### src/rtl/badge_uart_pkg.sv
// Shared constants, command codes and sequencer state encoding for the badge UART
// command path.
package badge_uart_pkg;

    localparam int FRAME_BYTES = 18;
    localparam int DBITS       = 8;
    localparam int FRAME_W     = FRAME_BYTES * DBITS;
    localparam int BLOCK_W     = 128;

    localparam logic [7:0] CMD_SEND  = 8'd64;
    localparam logic [7:0] CMD_CAT   = 8'd65;
    localparam logic [7:0] CMD_KEY   = 8'd66;
    localparam logic [7:0] CMD_PT    = 8'd67;
    localparam logic [7:0] CAT_RESET = 8'h60;
    localparam logic [7:0] FILL_CHAR = 8'h3f;

    // Selectors carried in byte1 of a send request
    localparam logic [7:0] SEL_FLAG   = 8'h41;
    localparam logic [7:0] SEL_CIPHER = 8'h42;

    localparam logic [FRAME_W-1:0] DEFAULT_FLAG = "{uart_badge_flags}";

    typedef enum logic [2:0] {
        ST_IDLE     = 3'd0,
        ST_DECODE   = 3'd1,
        ST_AES_WAIT = 3'd2,
        ST_TX_WAIT  = 3'd3,
        ST_TX_HOLD  = 3'd4
    } seq_state_e;

endpackage

### src/rtl/uart_frame_check.sv
// Combinational framing check and field split of one UART frame: the frame is
// well formed when its last byte repeats the command byte.
module uart_frame_check
    import badge_uart_pkg::*;
(
    input  logic [FRAME_W-1:0] frame,
    output logic               frame_ok,
    output logic [7:0]         cmd,
    output logic [7:0]         arg,
    output logic [BLOCK_W-1:0] payload
);

    assign cmd      = frame[DBITS-1:0];
    assign arg      = frame[2*DBITS-1:DBITS];
    assign payload  = frame[DBITS +: BLOCK_W];
    assign frame_ok = (frame[FRAME_W-1 -: DBITS] == cmd);

endmodule

### src/rtl/uart_cmd_sequencer.sv
// Command sequencer between the UART core and the AES engine: decodes frames,
// drives the AES start/valid handshake and owns the single TX frame buffer.
module uart_cmd_sequencer
    import badge_uart_pkg::*;
#(
    parameter int                 AES_TIMEOUT = 1024,
    parameter logic [FRAME_W-1:0] FLAG        = DEFAULT_FLAG
) (
    input  logic               clk,
    input  logic               reset,
    input  logic [FRAME_W-1:0] rx_frame,
    input  logic               rx_frame_valid,
    input  logic               tx_busy,
    output logic               tx_trigger,
    output logic [FRAME_W-1:0] tx_frame,
    output logic [BLOCK_W-1:0] aes_key,
    output logic [BLOCK_W-1:0] aes_text,
    output logic               aes_start,
    input  logic               aes_valid,
    input  logic [BLOCK_W-1:0] aes_result,
    output logic [7:0]         cat_status,
    output logic               busy,
    output logic               err
);

    localparam int               CNT_W       = $clog2(AES_TIMEOUT + 1);
    localparam logic [CNT_W-1:0] CNT_TIMEOUT = CNT_W'(AES_TIMEOUT);
    localparam logic [CNT_W-1:0] HOLD_LAST   = CNT_W'(3);

    seq_state_e         state_q, state_d;
    logic [7:0]         cmd_q, cmd_d, arg_q, arg_d, cat_q, cat_d;
    logic [BLOCK_W-1:0] payload_q, payload_d, key_q, key_d, text_q, text_d, cipher_q, cipher_d;
    logic [FRAME_W-1:0] tx_frame_q, tx_frame_d;
    logic [CNT_W-1:0]   cnt_q, cnt_d;
    logic               seen_busy_q, seen_busy_d;
    logic               aes_start_q, aes_start_d;

    logic               frame_ok;
    logic [7:0]         rx_cmd, rx_arg, cat_off;
    logic [BLOCK_W-1:0] rx_payload;
    logic               bad_cmd, aes_timeout;

    uart_frame_check u_frame_check (
        .frame    (rx_frame),
        .frame_ok (frame_ok),
        .cmd      (rx_cmd),
        .arg      (rx_arg),
        .payload  (rx_payload)
    );

    assign cat_off = arg_q - CMD_CAT;

    always_ff @(posedge clk or posedge reset) begin
        if (reset) begin
            state_q     <= ST_IDLE;
            cmd_q       <= '0;
            arg_q       <= '0;
            payload_q   <= '0;
            cat_q       <= 8'hFF;
            key_q       <= '0;
            text_q      <= '0;
            cipher_q    <= '0;
            tx_frame_q  <= FLAG;
            cnt_q       <= '0;
            seen_busy_q <= 1'b0;
            aes_start_q <= 1'b0;
        end else begin
            state_q     <= state_d;
            cmd_q       <= cmd_d;
            arg_q       <= arg_d;
            payload_q   <= payload_d;
            cat_q       <= cat_d;
            key_q       <= key_d;
            text_q      <= text_d;
            cipher_q    <= cipher_d;
            tx_frame_q  <= tx_frame_d;
            cnt_q       <= cnt_d;
            seen_busy_q <= seen_busy_d;
            aes_start_q <= aes_start_d;
        end
    end

    always_comb begin : next_state
        state_d     = state_q;
        cmd_d       = cmd_q;
        arg_d       = arg_q;
        payload_d   = payload_q;
        cat_d       = cat_q;
        key_d       = key_q;
        text_d      = text_q;
        cipher_d    = cipher_q;
        tx_frame_d  = tx_frame_q;
        cnt_d       = cnt_q;
        seen_busy_d = seen_busy_q;
        aes_start_d = 1'b0;
        case (state_q)
            ST_IDLE: begin
                if (rx_frame_valid && frame_ok) begin
                    state_d   = ST_DECODE;
                    cmd_d     = rx_cmd;
                    arg_d     = rx_arg;
                    payload_d = rx_payload;
                end
            end
            ST_DECODE: begin
                state_d = ST_IDLE;
                case (cmd_q)
                    CMD_CAT: begin
                        if (arg_q == CAT_RESET)   cat_d = 8'hFF;
                        else if (cat_off < 8'd8)  cat_d[cat_off[2:0]] = 1'b0;
                    end
                    CMD_KEY: key_d = payload_q;
                    CMD_PT: begin
                        text_d      = payload_q;
                        aes_start_d = 1'b1;
                        state_d     = ST_AES_WAIT;
                    end
                    CMD_SEND: begin
                        state_d = ST_TX_WAIT;
                        if (arg_q == SEL_FLAG)        tx_frame_d = FLAG;
                        else if (arg_q == SEL_CIPHER) tx_frame_d = {cipher_q, 16'h0000};
                        else                          tx_frame_d = {FRAME_BYTES{FILL_CHAR}};
                    end
                    default: ;
                endcase
            end
            ST_AES_WAIT: begin
                // A result arriving on the timeout cycle is still accepted
                if (aes_valid) begin
                    cipher_d = aes_result;
                    state_d  = ST_IDLE;
                    cnt_d    = '0;
                end else if (cnt_q == CNT_TIMEOUT) begin
                    state_d = ST_IDLE;
                    cnt_d   = '0;
                end else begin
                    cnt_d = cnt_q + 1'b1;
                end
            end
            ST_TX_WAIT: begin
                if (!tx_busy) state_d = ST_TX_HOLD;
            end
            ST_TX_HOLD: begin
                // Release after busy rises and falls, or after four quiet cycles
                if (tx_busy) begin
                    seen_busy_d = 1'b1;
                end else if (seen_busy_q || cnt_q == HOLD_LAST) begin
                    state_d     = ST_IDLE;
                    cnt_d       = '0;
                    seen_busy_d = 1'b0;
                end else begin
                    cnt_d = cnt_q + 1'b1;
                end
            end
            default: state_d = ST_IDLE;
        endcase
    end

    always_comb begin : outputs
        busy        = (state_q != ST_IDLE);
        tx_trigger  = (state_q == ST_TX_WAIT) && !tx_busy;
        bad_cmd     = (state_q == ST_DECODE) &&
                      !(cmd_q inside {CMD_SEND, CMD_CAT, CMD_KEY, CMD_PT});
        aes_timeout = (state_q == ST_AES_WAIT) && !aes_valid && (cnt_q == CNT_TIMEOUT);
        err         = (rx_frame_valid && ((state_q != ST_IDLE) || !frame_ok)) ||
                      bad_cmd || aes_timeout;
    end

    assign tx_frame   = tx_frame_q;
    assign aes_key    = key_q;
    assign aes_text   = text_q;
    assign aes_start  = aes_start_q;
    assign cat_status = cat_q;

endmodule

### config.mk
export PLATFORM = sky130hd
export DESIGN_NAME = uart_cmd_sequencer
export DESIGN_NICKNAME = d
export VERILOG_FILES = /design/src/rtl/badge_uart_pkg.sv /design/src/rtl/uart_frame_check.sv /design/src/rtl/uart_cmd_sequencer.sv
export SDC_FILE = /design/constraint.sdc
export NUM_CORES = 1
export LEC_CHECK = 0
export ABC_AREA = 1
export CORE_AREA = 4 4 263 265
export CTS_BUF_LIST = sky130_fd_sc_hd__clkbuf_4 sky130_fd_sc_hd__clkbuf_8 sky130_fd_sc_hd__clkbuf_16
export DETAILED_ROUTE_END_ITERATION = 10
export DIE_AREA = 0 0 267 269
export PLACE_DENSITY = 0.67
export SLEW_MARGIN = 25
export SYNTH_ARGS = -nofsm -noshare
export SYNTH_HDL_FRONTEND = slang
export SYNTH_SLANG_ARGS = --single-unit
### constraint.sdc
create_clock -name clk -period 26.9 [get_ports clk]
set_clock_uncertainty 0.05 [all_clocks]
set_input_delay 5.38 -clock clk [delete_from_list [all_inputs] [get_ports clk]]
set_output_delay 5.38 -clock clk [all_outputs]
set_load 0.02 [all_outputs]
==> results of run 1 <==
==> through the flow <==
stage / cell area [um2] / instances / setup slack (ps) / hold WS, ps
after floorplan: 26500 / 2723 / 2680 / 386
after global placement: 33900 / 4128 / 14040 / 398
after detailed placement: 33900 / 4128 / 14020 / 403
after CTS: 36500 / 4256 / 14020 / 394
after global routing: 36500 / 4262 / 13920 / 422
final: 36500 / 4264 / 13990 / 398
==> kinds of logic (layout without fill, tap and decap cells) <==
kind of cell	Yosys count	after routing	synth area share (%)
other	1	10	0.0142
adders and majority gates	6	6	0.284
DFF	675	675	64.2
and+or+nand+nor	1110	1110	17.4
AOI/OAI and AO/OA	438	438	8.44
muxes	76	76	3.23
xor gates and xnor gates	7	7	0.232
buffers and inverters	409	1069	6.18
==> worst min-delay path by stage <==
stage	start	to	slack, ps
after floorplan	cipher_q[87]	tx_frame[103]	390
after global placement	cipher_q[7]	tx_frame[23]	400
after detailed placement	cipher_q[79]	tx_frame[95]	400
after CTS	cipher_q[7]	tx_frame[23]	390
after global routing	cat_status[6]	cat_status[6]	420
final	cipher_q[7]	tx_frame[23]	400
==> area by class of cell <==
type	instances	area share, %
Multi-Input combinational cell	1639	21.7
Inverter	229	2.38
Sequential cell	675	46.6
Timing Repair Buffer	712	19.4
Antenna cell	8	0.0549
Clock buffer	109	6.19
Tap cell	873	2.99
Clock inverter	19	0.785
==> power by group <==
group          switching [mW]  leakage (nW)  internal, mW
clock                   0.417          1.26         0.632
combinational           0.264          6.63         0.204
sequential             0.0646          8.83          1.16
==> registers in the layout (all words and copies together) (netlist names) <==
name and count:
cat_status 8, aes_start 1, cnt_q 11, aes_text 128, tx_frame 131, seen_busy_q 1, cipher_q 128, aes_key 128
payload_q 121, arg_q 7, cmd_q 8, state_q 3
==> cell usage in the layout, fill, tap and decap left out, drive strengths merged <==
cell           instances
conb                   2
mux2                  76
clkbuf               109
clkinv                11
a21oi                126
and3                   1
buf                   27
o211ai                 1
dfstp                 78
o21bai                 1
diode                  8
xor2                   1
nand2                718
xnor2                  6
nor2                 211
bufinv                 5
dfrtp                597
ha                     6
inv                  229
nand3                 33
clkinvlp               3
clkdlybuf4s50        685
nand4                141
o21ai                310
nor3                   4
nand3b                 2
==> metal layers <==
metal	wire, um	part of all wire [%]	global-route usage [%]
met2	39800	47	37.0
met4	2170	2.6	6.97
met1	32900	39	27.9
met5	181	0.22	0
met3	8960	11	9.12
==> worst register-to-register path, cell delays in order (launching register included) <==
cell and delay, ps:
dfrtp_1 380, inv_1 60, nand2_1 40, nor2_1 370, nand2_1 200, nor2_4 140, buf_4 630, nand2_1 140
buf_4 330, nor2_4 870, buf_4 580, nand2_1 220, nand2_1 100
==> flow_metrics.py, run 1 <==
metrics = {
    "sta": {
        "worstMarginPinSlew_ps": 1030,
        "max_slew_margin_pct": 31.1,
        "grt_setup_unrepaired": "no",
        "max_freq_mhz": 77.5,
        "drv_slew": 0,
        "finalHoldViolCount": 0,
        "fin_setup_tns_ps": 0,
        "min_period_ps": 12910,
        "setup_violations": 0,
        "final_min_period_over_clock_period_pct": 48.0,
    },
    "setup_path": {
        "crit_path_top_delay_cell": "clkdlybuf4s50_1",
        "crit_top_cell": "nand2_1",
        "end_kind": "primary output",
        "reg2reg_depth": 12,
        "path_delay_family": "buffers and inverters",
        "worst-path-stages": 12,
        "rr_startpoint": "cmd_q[7]",
        "critical_path_buf_inv_count": 4,
        "cp-startpoint": "rx_frame[1]",
        "cp_cell_sequence": "clkdlybuf4s50_1 > inv_1 > nand2_1 > nand2_1 > nand2_1 > inv_1 > nand2_1 > nor2_4 > nand2_1 > nand2_1 > nand3_1 > clkdlybuf4s50_1",
        "slowest_delay_ps": 640,
        "regToRegEndpoint": "tx_frame[119]",
        "crit_end": "err",
        "cp-start-kind": "primary input",
        "rrSetupSlack_ps": 22730,
        "worstSetupPathType": "primary input to primary output",
        "crit_required_ps": 21470,
        "arrival_ps": 7480,
        "worstPathMaxFanout": 3,
    },
    "clock_network": {
        "cts_tree": "built",
        "cts_buffers": 73,
        "clock_latency_ps": 600,
        "root_buffer": "clkbuf_16",
        "cts_hold_buf": 0,
        "clk_pin_slew_ps": 60,
        "post_cts_resized": 0,
        "ctsHtreeMaxLevel": 3,
        "clockBufferDepth": 3,
        "clock_sinks": 675,
        "postCtsSetupRepairBufs": 0,
    },
    "yosys": {
        "synth_async_sr_flop_share_pct": 100,
        "ys.flop_type": "dfrtp_1",
        "avgSynthCellArea_um2": 9.72,
        "ys_seq_area_share_pct": 64.2,
        "ys_types": 31,
        "synth_largest_area_cell": "dfrtp_1",
        "yosys-top-cells-area": "dfrtp_1 56%, nand2_1 10%, dfstp_2 7.7%, o21ai_0 5.9%, nand4_1 3.3%",
        "synth-seq-cells": 675,
        "synth_cells": 2722,
        "synth_area_mm2": 0.0265,
        "synth_edf_count": 0,
        "ys_top_cells_by_count": "718 x nand2_1, 597 x dfrtp_1, 310 x o21ai_0",
        "post-synth-top-area-fraction_pct": 56.4,
        "yosysMostFrequentCell": "nand2_1",
        "ys_warn_count": 0,
    },
    "drt": {
        "drt_first_pass_iters": 7,
        "viasPerCell": 4.96,
        "drc_errors": 0,
        "drt-initial-drc-count": 1652,
        "drt-total-wl_um": 84000,
        "detail-route-antenna-nets": 0,
        "vias": 21150,
        "wl_per_cell_um": 19.7,
    },
    "die": {
        "initial_core_util_pct": 39.6,
        "die_x_um": 267,
        "row_count": 95,
        "coreArea_mm2": 0.0668,
        "ios": 689,
        "die_area_mm2": 0.0718,
        "dieHeight_um": 269,
    },
    "global_route": {
        "grt_antenna_before_repair": 20,
        "grt-ovfl-total": 0,
        "grt_max_degree": 123,
        "grt_pass1_vias": 20884,
        "grt_usage_pct": 22.7,
        "grt_pass1_wl_um": 127000,
    },
    "power": {
        "pwr_density_cell_mw_per_mm2": 75.1,
        "finalPower_mw": 2.74,
        "ir_drop_uv": 54.0,
        "p_leak_nw": 16.7,
    },
    "status": {
        "status": "complete, no violations",
    },
    "final_layout": {
        "multiInputGateArea_mm2": 0.00790,
        "finish.utilization_pct": 54.6,
        "area_growth_pct": 37.8,
        "nNetsFinal": 3613,
        "drive_gt1_share_pct": 9.84,
        "fill_cells": 5971,
        "seqCellArea_mm2": 0.0170,
    },
    "worst_hold_path": {
        "whs_path_depth": 2,
        "hp-class": "flop to flop",
    },
    "job": {
        "max-cap-violations": 0,
    },
    "placement": {
        "io_buffer_count": 686,
        "dp_hpwl_um": 57500,
        "gp_congestion": 0.832,
    },
}
Note: power is estimated with default switching activity, not from simulation.
==> run 2: changes to the inputs <==
--- a/config.mk
+++ b/config.mk
@@ -6,11 +6,11 @@
 export NUM_CORES = 1
 export LEC_CHECK = 0
 export ABC_AREA = 1
-export CORE_AREA = 4 4 263 265
+export CORE_AREA = 4 4 266 268
 export CTS_BUF_LIST = sky130_fd_sc_hd__clkbuf_4 sky130_fd_sc_hd__clkbuf_8 sky130_fd_sc_hd__clkbuf_16
 export DETAILED_ROUTE_END_ITERATION = 10
-export DIE_AREA = 0 0 267 269
-export PLACE_DENSITY = 0.67
+export DIE_AREA = 0 0 270 272
+export PLACE_DENSITY = 0.68
 export SLEW_MARGIN = 25
 export SYNTH_ARGS = -nofsm -noshare
 export SYNTH_HDL_FRONTEND = slang
==> constraint.sdc (replaced) <==
create_clock -name clk -period 11.3 [get_ports clk]
set_clock_uncertainty 0.05 [all_clocks]
set_input_delay 2.26 -clock clk [delete_from_list [all_inputs] [get_ports clk]]
set_output_delay 2.26 -clock clk [all_outputs]
set_load 0.02 [all_outputs]
==> flow_metrics.py, run 2 (synthesized netlist as in run 1, its figures left out) <==
metrics = {
    "setup_path": {
        "crit_end": "err",
        "regToRegEndpoint": "tx_frame[55]",
        "rr_startpoint": "cmd_q[7]",
        "worstPathMaxFanout": 2,
        "crit_required_ps": 8990,
        "reg2reg_depth": 12,
        "worstSetupPathType": "primary input to primary output",
        "arrival_ps": 4260,
        "rrSetupSlack_ps": 7740,
        "cp-startpoint": "rx_frame[142]",
        "cp-start-kind": "primary input",
        "end_kind": "primary output",
    },
    "die": {
        "dieHeight_um": 272,
        "die_x_um": 270,
        "die_area_mm2": 0.0734,
        "row_count": 96,
        "initial_core_util_pct": 38.7,
        "coreArea_mm2": 0.0683,
        "ios": 689,
    },
    "final_layout": {
        "drive_gt1_share_pct": 10.0,
        "finish.utilization_pct": 53.4,
        "mostFrequentLayoutCells": "717 x nand2_1, 685 x clkdlybuf4s50_1, 597 x dfrtp_1",
        "largest_reg_flops": 131,
        "area_growth_pct": 38.0,
        "nNetsFinal": 3613,
        "final_area_mm2": 0.0365,
        "final_common_cell": "nand2_1",
    },
    "clock_network": {
        "clockBufferDepth": 3,
        "root_buffer": "clkbuf_16",
        "postCtsSetupRepairBufs": 0,
        "cts_buffers": 73,
        "clock_sinks": 675,
        "cts_hold_buf": 0,
        "post_cts_resized": 0,
        "clk_pin_slew_ps": 60,
        "clock_latency_ps": 600,
        "ctsHtreeMaxLevel": 3,
        "cts_tree": "built",
    },
    "sta": {
        "grt_setup_unrepaired": "no",
        "finalHoldViolCount": 0,
        "final_min_period_over_clock_period_pct": 58.1,
        "max_slew_margin_pct": 27.5,
        "min_period_ps": 6570,
        "drv_slew": 0,
        "setup_violations": 0,
        "max_freq_mhz": 152,
        "worstMarginPinSlew_ps": 1090,
    },
    "drt": {
        "drc_errors": 0,
        "drt_first_pass_iters": 5,
        "drt-total-wl_um": 83200,
        "viasPerCell": 4.93,
        "detail-route-antenna-nets": 0,
        "drt-initial-drc-count": 1642,
        "vias": 21105,
        "wl_per_cell_um": 19.4,
    },
    "placement": {
        "gp_congestion": 0.830,
        "io_buffer_count": 686,
        "dp_hpwl_um": 56600,
        "placed_area_mm2": 0.0340,
    },
    "global_route": {
        "grt-ovfl-total": 0,
        "grt_pass1_wl_um": 127000,
        "grt_usage_pct": 22.0,
        "grt_antenna_before_repair": 20,
        "grt_max_degree": 167,
        "grt_pass1_vias": 21026,
    },
    "power": {
        "combPwrFrac_pct": 17.2,
        "seqPwrFrac_pct": 44.9,
        "p_leak_nw": 16.7,
        "ir_drop_uv": 136,
        "power_frac_clock_pct": 37.9,
        "switching_share_pct": 27.4,
        "p_int_mw": 4.70,
        "pwr_density_cell_mw_per_mm2": 177,
        "power.switching_mw": 1.78,
    },
    "worst_hold_path": {
        "hp-class": "flop to flop",
        "hp-start": "cat_status[6]",
    },
    "job": {
        "max-cap-violations": 0,
    },
    "status": {
        "status": "complete, no violations",
    },
}
run 2: cell types whose count changed in the layout (fill, tap and decap cells not counted), sizes merged:
cell and change:
diode +4, clkinv +5, clkinvlp +2, bufinv -2
run 2: worst min-delay path by stage:
| stage | endpoint | depth (start not counted) |
|---|---|---|
| finish | cat_status[6] | 2 |
| global route | tx_frame[87] | 2 |
| CTS | tx_frame[87] | 2 |
| detailed placement | tx_frame[87] | 2 |
| global placement | cat_status[2] | 2 |
| floorplan | tx_frame[103] | 2 |
run 2: worst max-delay path, cell delays in order:
cell and delay [ps]:
clkdlybuf4s50_1 540, xnor2_1 130, nand2_1 90, inv_1 60, nand2_1 160, nor2_4 130
nand2_1 50, nand2_1 140, nand3_1 130, clkdlybuf4s50_1 560
run 2: power groups by stage:
stage	clock [mW]	sequential [mW]	combinational, mW
final	2.45	2.91	1.12
after detailed placement	0	2.95	1.13
after CTS	2.51	2.91	1.13
after floorplan	0	3.09	0.440
after global routing	2.62	2.95	1.22
after global placement	0	2.94	1.11
run 2: layer usage:
layer / routed length [um] / GRT usage [%]
met1: 33100 / 27.4
met2: 39300 / 35.4
met3: 8350 / 8.32
met4: 2380 / 7.65
met5: 111 / 0
run 2: final cells by class:
cell class | instances | area [um2]
fillers | 6054 | 31800
flip-flops and latches | 675 | 17000
multi-input cells | 1639 | 7900
repair buffers | 712 | 7120
clock buffers | 109 | 2250
well taps | 882 | 1100
inverters | 229 | 863
clock inverters | 24 | 254
diodes | 12 | 30.0
run 2: metrics by stage:
step	TNS [ps]	setup WS, ps	hold WS (ps)	total power [mW]	std cells
detailed placement	0	4730	403	4.07	4137
global route	0	4640	431	6.78	4279
finish	0	4730	413	6.48	4282
global placement	0	4760	397	4.05	4136
CTS	0	4730	418	6.56	4270
floorplan	-106630	-179	386	3.53	2723
